$ cat src/rtl/fetch_unit.sv
// fetch_unit: sequential instruction fetch with credit-limited imem requests,
// an in-order response FIFO toward decode, and redirect flush/drop handling.
//
// Ports:
//   clk, rst_n                    clock, async active-low reset
//   imem_req_valid/addr/ready     fetch request channel (word aligned)
//   imem_rsp_valid/data           in-order response, one per accepted request
//   redirect_valid/pc             one-cycle restart pulse from execute
//   inst_valid/data/pc/ready      FIFO head toward decode/execute
module fetch_unit #(
    parameter logic [31:0] RESET_PC = 32'h0000_0000,
    parameter int unsigned DEPTH    = 2
) (
    input  logic        clk,
    input  logic        rst_n,
    output logic        imem_req_valid,
    output logic [31:0] imem_req_addr,
    input  logic        imem_req_ready,
    input  logic        imem_rsp_valid,
    input  logic [31:0] imem_rsp_data,
    input  logic        redirect_valid,
    input  logic [31:0] redirect_pc,
    output logic        inst_valid,
    output logic [31:0] inst_data,
    output logic [31:0] inst_pc,
    input  logic        inst_ready
);

    localparam int unsigned AW = (DEPTH > 1) ? $clog2(DEPTH) : 1;
    localparam int unsigned CW = $clog2(DEPTH + 1);
    localparam logic [CW:0] DEPTH_C = (CW + 1)'(DEPTH);

    logic [31:0]   fetchPc;
    logic [31:0]   rspPc;
    logic [31:0]   pcMem   [DEPTH];
    logic [31:0]   instMem [DEPTH];
    logic [AW-1:0] rdPtr;
    logic [AW-1:0] wrPtr;
    logic [CW-1:0] count;
    logic [CW-1:0] outstanding;
    logic [CW-1:0] drop;

    logic          reqFire;
    logic          rspFire;
    logic          push;
    logic          pop;
    logic [CW:0]   credit;
    logic [CW-1:0] reqInc;
    logic [CW-1:0] rspDec;
    logic [CW-1:0] pushInc;
    logic [CW-1:0] popDec;
    logic [CW-1:0] outNext;
    logic [31:0]   redirTarget;
    logic          unusedPcBits;

    // Credit covers both buffered words and words still in flight, so every
    // response is guaranteed a free slot without back-pressuring memory.
    assign credit         = {1'b0, count} + {1'b0, outstanding};
    assign imem_req_valid = credit < DEPTH_C;
    assign imem_req_addr  = fetchPc;

    assign reqFire = imem_req_valid && imem_req_ready;
    // Responses with nothing outstanding are protocol violations; ignore them.
    assign rspFire = imem_rsp_valid && (outstanding != '0);
    assign push    = rspFire && (drop == '0) && !redirect_valid;
    assign pop     = inst_valid && inst_ready;

    assign reqInc  = {{(CW-1){1'b0}}, reqFire};
    assign rspDec  = {{(CW-1){1'b0}}, rspFire};
    assign pushInc = {{(CW-1){1'b0}}, push};
    assign popDec  = {{(CW-1){1'b0}}, pop};
    assign outNext = outstanding + reqInc - rspDec;

    assign redirTarget  = {redirect_pc[31:2], 2'b00};
    assign unusedPcBits = ^redirect_pc[1:0];

    assign inst_valid = (count != '0);
    assign inst_data  = instMem[rdPtr];
    assign inst_pc    = pcMem[rdPtr];

    always_ff @(posedge clk or negedge rst_n) begin
        if (!rst_n) begin
            fetchPc     <= RESET_PC;
            rspPc       <= RESET_PC;
            rdPtr       <= '0;
            wrPtr       <= '0;
            count       <= '0;
            outstanding <= '0;
            drop        <= '0;
        end else begin
            outstanding <= outNext;
            if (redirect_valid) begin
                fetchPc <= redirTarget;
                rspPc   <= redirTarget;
                rdPtr   <= '0;
                wrPtr   <= '0;
                count   <= '0;
                // Everything still in flight after this edge is stale,
                // including a request accepted in this very cycle.
                drop    <= outNext;
            end else begin
                if (reqFire) begin
                    fetchPc <= fetchPc + 32'd4;
                end
                if (push) begin
                    rspPc <= rspPc + 32'd4;
                    wrPtr <= wrPtr + 1'b1;
                end
                if (pop) begin
                    rdPtr <= rdPtr + 1'b1;
                end
                if (rspFire && (drop != '0)) begin
                    drop <= drop - 1'b1;
                end
                count <= count + pushInc - popDec;
            end
        end
    end

    always_ff @(posedge clk or negedge rst_n) begin
        if (!rst_n) begin
            for (int i = 0; i < int'(DEPTH); i++) begin
                pcMem[i]   <= '0;
                instMem[i] <= '0;
            end
        end else if (push) begin
            pcMem[wrPtr]   <= rspPc;
            instMem[wrPtr] <= imem_rsp_data;
        end
    end

endmodule

$ cat config.mk
export PLATFORM = sky130hd
export DESIGN_NAME = fetch_unit
export DESIGN_NICKNAME = d
export VERILOG_FILES = /design/src/rtl/fetch_unit.sv
export SDC_FILE = /design/constraint.sdc
export NUM_CORES = 1
export LEC_CHECK = 0
export ABC_CLOCK_PERIOD_IN_PS = 3140
export BUFFER_PORTS_ARGS = -buffer_cell sky130_fd_sc_hd__buf_4
export CORE_AREA = 5 5 172 174
export CTS_CLUSTER_DIAMETER = 80
export DETAILED_ROUTE_END_ITERATION = 10
export DIE_AREA = 0 0 177 179
export PLACE_DENSITY = 0.59
export SYNTH_ARGS = -nofsm -noshare
export SYNTH_HDL_FRONTEND = slang
export SYNTH_SLANG_ARGS = --single-unit
$ cat constraint.sdc
create_clock -name clk -period 3.14 [get_ports clk]
set_input_delay 0.628 -clock clk [delete_from_list [all_inputs] [get_ports clk]]
set_output_delay 0.628 -clock clk [all_outputs]
set_load 0.02 [all_outputs]
==> metrics.txt, run 1 <==
PwrDens 865 nW/um2; YS warnings 0; Main synth FF type dfrtp_1; HPWL Detailed roughly 17 mm; First DRT Iteration DRCs 381; initial antenna violation count 0; Unique masters post-synth 52; # H-tree levels 4; Clock transition at path regs 0.07 ns; max-cap violations 0; Avg Cell Area, Syn roughly 12 um2; crit share post-route 0.879; CP required 3.45 ns; wirelength, routed 24.0 mm; Chip Height roughly 180 um; Post-synth EDFFs 0; Routed WL per cell roughly 18 um; Synth Cell Area roughly 9500 um2; most frequent cell after synthesis mux2_2; Inserted Diodes 0; crit path time final 2.76 ns; Root Buffer clkbuf_16; min-delay worst type input port to asynchronous set/reset pin; final antenna-violating net count 0; Via-to-Cell Ratio slightly above 5; initial core utilization 0.345; P&R area growth vs syn 24.0%; ys async rst share 1.00; Slew HR 0.473; TNS Setup 0 ns; area of the multi-input gates 4460 um2; total vias in the final route a little under 7000; FF+latch count, synth 192; status complete, no violations; Clock Tree Buf Depth 2; vias in the first global route 7114; top cells by count, synth 198 x mux2_2, 192 x dfrtp_1, 32 x nor2_1, 25 x nand2_1, 24 x nand4_1; Post-CTS Setup Bufs 0; fmax 362 MHz; CTS Buf Count 17; Crit. End Element register; Least-Margin Pin Slew ~0.79 ns; Worst Skew 0.0127 ns; die span in x 177 um; Worst Path Max Fanout 5; final hold violation count 0; Overflow after GRT 0; first-pass iteration count of the detailed router 4; Startpoint Class register; Static Leak a little over 0.005 uW; RD Place Congestion 0.788; core box area 27600 um2; DRC Markers 0; Worst R2R Path Depth 10; DIE AREA approximately 32000 um2; cells after synthesis 790; Peak VDD IR 0.000457 V; worst-skew pair later-pin latency 0.43 ns; synth top area cells dfrtp_1 50%, mux2_2 23%, and4_1 1.7%; site row count 61; area leader, netlist dfrtp_1; Sink Count 192; hold slack 0.205 ns; RSZ-0062 raised after global routing false; port bufs 161; post-CTS sizing 0; gr usage total 0.155; arrival time worst endpoint 3.07 ns; pin count of the biggest net entering global routing 67; CTS tree done; sequential fraction of the synthesis area 0.504; Final Non-Filler Cells roughly 1300; Sequential cell area between 4000 and 5000 um2; Cell Count Post-Placement 1297; Yosys top cell area share 0.504; hold bufs inserted after CTS 0; layout cells sized above 1 0.441; final slew viol count 0; Finish-stage setup viols 0; fin nets just over 1000; critical path class register to register; I/O pins 168; first-pass GRT wire length ~39 mm; Fillers 2697
-- power by group --
group | switching (uW) | leakage [uW] | internal, uW
registers | 542 | 0.00238 | 3290
clock network | 975 | 0.000293 | 1280
logic | 2020 | 0.00250 | 2130
-- cell families (layout without fill, tap and decap cells) --
kind of cell / count (synthesis) / in the layout / synth area share
compound gates: 76 / 76 / 0.0591
flops: 192 / 192 / 0.504
other cells: 1 / 4 / 0.000393
fa+ha+maj: 8 / 8 / 0.0113
xor+xnor: 28 / 28 / 0.0257
mux: 204 / 204 / 0.240
buf+inv: 69 / 226 / 0.0315
simple gates: 212 / 212 / 0.128
-- worst max-delay path, cell delays in order (launching register included) --
cell     delay [ns]
dfrtp_1        0.45
and2_1         0.20
fa_1           0.47
nor3b_1        0.28
inv_1          0.18
ha_1           0.30
inv_1          0.04
ha_1           0.17
xnor2_1        0.13
xnor2_1        0.16
mux2_2         0.27
-- final cells by class --
type / count / area share
repair buffers: 178 / 0.121
inverters: 17 / 0.00539
clock inverters: 13 / 0.0135
multi-input cells: 532 / 0.377
flip-flops and latches: 192 / 0.406
clock buffers: 18 / 0.0371
well taps: 378 / 0.0400
-- path summary, 6_finish.rpt --
check | start | slack (ns) | end
min | rst_n | 0.20 | imem_req_addr[26]
min reg2reg | pcMem[45] | 0.49 | pcMem[45]
max reg2reg | outstanding[0] | 0.38 | drop[1]
min in group clk | imem_rsp_data[16] | 0.45 | instMem[16]
max in group asynchronous | rst_n | 2.16 | pcMem[15]
max | outstanding[0] | 0.38 | drop[1]
-- registers in the layout (all words and copies together), names as in the netlist --
| register | count |
|---|---|
| drop | 2 |
| imem_req_addr | 30 |
| count | 2 |
| pcMem | 60 |
| instMem | 64 |
| outstanding | 2 |
| wrPtr | 1 |
| rdPtr | 1 |
| rspPc | 30 |
-- through the flow --
stage / utilization / setup slack (ns) / total power (uW) / area (um2)
floorplan: - / 0.566 / 6460 / 9550
global placement: 0.406 / 0.434 / 8030 / 11200
detailed placement: 0.406 / 0.409 / 8110 / 11200
CTS: 0.428 / 0.384 / 10400 / 11800
global route: 0.428 / 0.139 / 10900 / 11800
finish: 0.428 / 0.379 / 10200 / 11800
-- layer usage --
layer | vias to the layer above | share of wire | GRT usage
li1 | 3223 | - | -
met1 | 3463 | 0.45 | 0.211
met2 | 159 | 0.49 | 0.254
met3 | 17 | 0.053 | 0.0348
met4 | 0 | 0.010 | 0.0342
met5 | - | 0 | 0
-- cells in the final DEF, fill, tap and decap left out, types with 19 or more instances in the layout --
| cell | count |
|---|---|
| nand2_1 | 25 |
| and4_1 | 19 |
| nand3_1 | 20 |
| nor2_1 | 31 |
| nor3_1 | 22 |
| dfrtp_1 | 191 |
| nand4_1 | 24 |
| mux2_2 | 198 |
| buf_4 | 170 |
(Power assumes the default switching activity.)
==> run 2: changes to the inputs <==
- CTS_BUF_LIST: default -> sky130_fd_sc_hd__clkbuf_4 sky130_fd_sc_hd__clkbuf_8
==> metrics.txt, run 2 (synthesis gave the netlist of run 1 again) <==
switch share 0.358; final hold violation count 0; P&R area growth vs syn 22.0%; crit share post-route 0.879; First DRT Iteration DRCs 360; wirelength, routed roughly 24 mm; Cell Count Post-Placement 1297; PwrDens 833 nW/um2; clock power share 0.177; HPWL Detailed 17.0 mm; Least-Margin Pin Slew 0.794 ns; # H-tree levels 4; Worst Path Max Fanout 5; Sink Count 192; Static Leak 0.00509 uW; Top Registers instMem (64), pcMem (60); Peak VDD IR 0.000448 V; fin nets 1016; Crit. End Element register; initial antenna violation count 0; Clock Tree Buf Depth 2; die span in x 177 um; TNS Setup 0 ns; Cell Chain, Critical Path and2_1, fa_1, nor3b_1, inv_1, ha_1, inv_1, ha_1, xnor2_1, xnor2_1, mux2_2; Biggest register instMem; pin count of the biggest net entering global routing 67; RSZ-0062 raised after global routing false; fmax 362 MHz; Clock transition at path regs roughly 0.10 ns; Via-to-Cell Ratio 5.17; Slew HR 0.467; hold bufs inserted after CTS 0; first-pass iteration count of the detailed router 4; CP delay by family, top adder cells; CTS tree done; Inserted Diodes 0; vias in the first global route 7080; Chip Height 179 um; arrival time worst endpoint about 3.1 ns; sw power 3470 uW; layout cells sized above 1 0.441; CP bufs+invs 2; total vias in the final route 6862; max reg flops 64; Reg power frac 0.395; slowest stage delay, CP around 0.47 ns; Cell Int Power 6220 uW; Slowest-stage cell, CP fa_1; FF-to-FF setup slack 0.38 ns; worst-skew pair later-pin latency 0.45 ns; Overflow after GRT 0; CP required 3.49 ns; Post-CTS Setup Bufs 0; Root Buffer clkbuf_8; commonest non-fill, non-tap cell in the layout mux2_2; CTS Buf Count 17; RD Place Congestion 0.788; gr usage total 0.154; Startpoint Class register; first-pass GRT wire length 39.2 mm; I/O pins between 150 and 200; most frequent cells in the layout 198 x mux2_2, 191 x dfrtp_1, 170 x buf_4; Combinational Power Share 0.428; min-delay worst type input port to asynchronous set/reset pin; core box area 27600 um2; initial core utilization 0.345; DIE AREA about 32000 um2; port bufs 161; DRC Markers 0; final slew viol count 0; site row count 61; Finish-stage setup viols 0; Fillers 2718; Final Non-Filler Cells 1328; Worst R2R Path Depth 10; post-CTS sizing 0; critical path class register to register; Worst Skew 0.0214 ns; Routed WL per cell 18.1 um; crit path time final 2.76 ns; status complete, no violations; Worst path depth 10; max-cap violations 0; final antenna-violating net count 0
==> run 2: cell count changes in the layout (fill, tap and decap cells not counted) <==
cell and change:
clkbuf_16 -17, clkbuf_8 +17
==> run 2: cell type report <==
type | count | area, um2 | area share
Clock buffer | 18 | 248 | 0.0213
Clock inverter | 13 | 160 | 0.0138
Inverter | 17 | 63.8 | 0.00548
Multi-Input combinational cell | 532 | 4460 | 0.383
Sequential cell | 192 | 4810 | 0.413
Tap cell | 378 | 473 | 0.0406
Timing Repair Buffer | 178 | 1430 | 0.123
==> run 2: power groups by stage <==
stage	Combinational [uW]	Sequential [uW]	Clock [uW]
after CTS	4240	3830	1800
final	4150	3820	1720
after global placement	4190	3850	0
after global routing	4530	3950	1890
after detailed placement	4230	3880	0
after floorplan	2690	3760	0
==> run 2: worst reg2reg max path, stage by stage, from the launching register on <==
cell	delay, ns
dfrtp_1	0.46
and2_1	0.20
fa_1	0.47
nor3b_1	0.28
inv_1	0.18
ha_1	0.30
inv_1	0.04
ha_1	0.17
xnor2_1	0.13
xnor2_1	0.16
mux2_2	0.27
==> run 2: through the flow <==
step	area [um2]	util	total power (uW)	setup slack [ns]	hold slack, ns
floorplan	9550	-	6460	0.566	0.332
global placement	11200	0.406	8030	0.434	0.464
detailed placement	11200	0.406	8110	0.409	0.476
CTS	11600	0.421	9880	0.380	0.171
global route	11600	0.421	10400	0.134	0.182
finish	11600	0.421	9690	0.381	0.174
==> run 2: worst paths after layout <==
check / start / endpoint
max: outstanding[0] / drop[1]
min: rst_n / imem_req_addr[26]
max reg2reg: outstanding[0] / drop[1]
min reg2reg: pcMem[45] / pcMem[45]
max in group asynchronous: rst_n / rspPc[13]
min in group clk: imem_rsp_data[16] / instMem[16]
==> run 2: routing by layer <==
layer	part of all wire	global-route usage	vias up	wire (um)
met5	0	0	-	0
met4	0.0074	0.0251	0	177
met3	0.052	0.0377	10	1250
met2	0.49	0.254	152	11800
met1	0.45	0.211	3467	10800
li1	-	-	3233	-
==> run 3: changes to the inputs <==
- CORE_AREA: 5 5 172 174 -> 2 2 135 137
- DIE_AREA: 0 0 177 179 -> 0 0 137 139
- PLACE_DENSITY: 0.59 -> 0.83
==> metrics.txt, run 3 (synthesis gave the netlist of run 1 again) <==
Worst Path Max Fanout 5; post-CTS sizing 0; commonest non-fill, non-tap cell in the layout mux2_2; final hold violation count 0; vias in the first global route 7045; fin nets 1013; PwrDens ~840 nW/um2; Finish-stage setup viols 0; first-pass GRT wire length 35.6 mm; CTS Buf Count 17; Clock Tree Buf Depth 2; layout cells sized above 1 0.439; Slew HR 0.292; RSZ-0062 raised after global routing false; RD Place Congestion 0.877; DRC Markers 0; Post-CTS Setup Bufs 0; die span in x 137 um; crit path time final 2.80 ns; critical path class register to register; Biggest register instMem; initial antenna violation count 0; Worst R2R Path Depth 10; site row count 49; port bufs 161; Static Leak around 0.0051 uW; DIE AREA 19000 um2; Root Buffer clkbuf_8; Startpoint Class register; P&R area growth vs syn 19.6%; worst-skew pair later-pin latency 0.46 ns; design area 11400 um2; Crit. End Element register; arrival time worst endpoint 3.15 ns; area of the multi-input gates 4460 um2; Sequential cell area 4810 um2; HPWL Detailed 15.4 mm; final antenna-violating net count 0; I/O pins approximately 170; min-delay worst type input port to asynchronous set/reset pin; status complete, no violations; pin count of the biggest net entering global routing 74; most frequent cells in the layout 198 x mux2_2, 191 x dfrtp_1, 169 x buf_4; Worst Skew 0.00936 ns; Routed WL per cell 18.5 um; total vias in the final route 6956; Chip Height 139 um; max reg flops 64; crit share post-route 0.892; TNS Setup 0 ns; core box area 17700 um2; fmax ~360 MHz; Least-Margin Pin Slew 1.05 ns; Peak VDD IR 0.000559 V; Fillers between 1000 and 1500; wirelength, routed 21.7 mm; CP required roughly 3.5 ns; hold slack 0.189 ns; Via-to-Cell Ratio a little under 6; max-cap violations 0; initial core utilization 0.540; first-pass iteration count of the detailed router 5; First DRT Iteration DRCs 442; total power 9630 uW; Top Registers instMem (64), pcMem (60); gr usage total 0.236; CTS tree done; placed inst area roughly 11000 um2; Overflow after GRT 0; Inserted Diodes 0; Sink Count 192; Clock transition at path regs 0.09 ns; final slew viol count 0; # H-tree levels 4; hold bufs inserted after CTS 0
==> run 3: worst paths after layout <==
check                                       start                end  slack, ns
worst min register to register          pcMem[44]          pcMem[44]       0.49
worst max register to register     outstanding[0]            drop[1]       0.34
min in group clk                imem_rsp_data[27]        instMem[27]       0.41
max in group asynchronous                   rst_n          pcMem[14]       2.16
worst min-delay path                        rst_n  imem_req_addr[27]       0.19
worst max-delay path               outstanding[0]            drop[1]       0.34
==> run 3: layer usage <==
metal  vias up  part of all wire  global-route usage
met2       216              0.51               0.389
met3        32             0.052              0.0384
met4         0             0.022              0.0825
met5         -                 0                   0
li1       3214                 -                   -
met1      3494              0.42               0.315
==> run 3: where the power goes <==
group | switching, uW | internal [uW] | leakage [uW]
sequential | 545 | 3280 | 0.00238
combinational | 2010 | 2120 | 0.00248
clock | 851 | 819 | 0.000200
total | 3410 | 6220 | 0.00506
==> run 3: worst max-delay path, stage by stage, from the launching register on <==
cell and delay, ns:
dfrtp_1 0.45, and2_1 0.19, fa_1 0.47, nor3b_1 0.28, inv_1 0.16, ha_1 0.31, inv_1 0.04, ha_1 0.18
xnor2_1 0.20, xnor2_1 0.13, mux2_2 0.27
==> run 3: final cells by class <==
type	instances	area share
Tap cell	229	0.0251
Clock buffer	23	0.0272
Multi-Input combinational cell	532	0.391
Inverter	17	0.00559
Sequential cell	192	0.421
Clock inverter	8	0.00910
Timing Repair Buffer	175	0.121
==> run 3: metrics by stage <==
step | setup WS (ns) | cells | util
6_report | 0.338 | 1176 | 0.646
5_1_grt | 0.174 | 1176 | 0.646
3_3_place_gp | 0.463 | 1145 | 0.623
2_1_floorplan | 0.566 | 793 | -
3_5_place_dp | 0.415 | 1145 | 0.623
4_1_cts | 0.333 | 1176 | 0.646
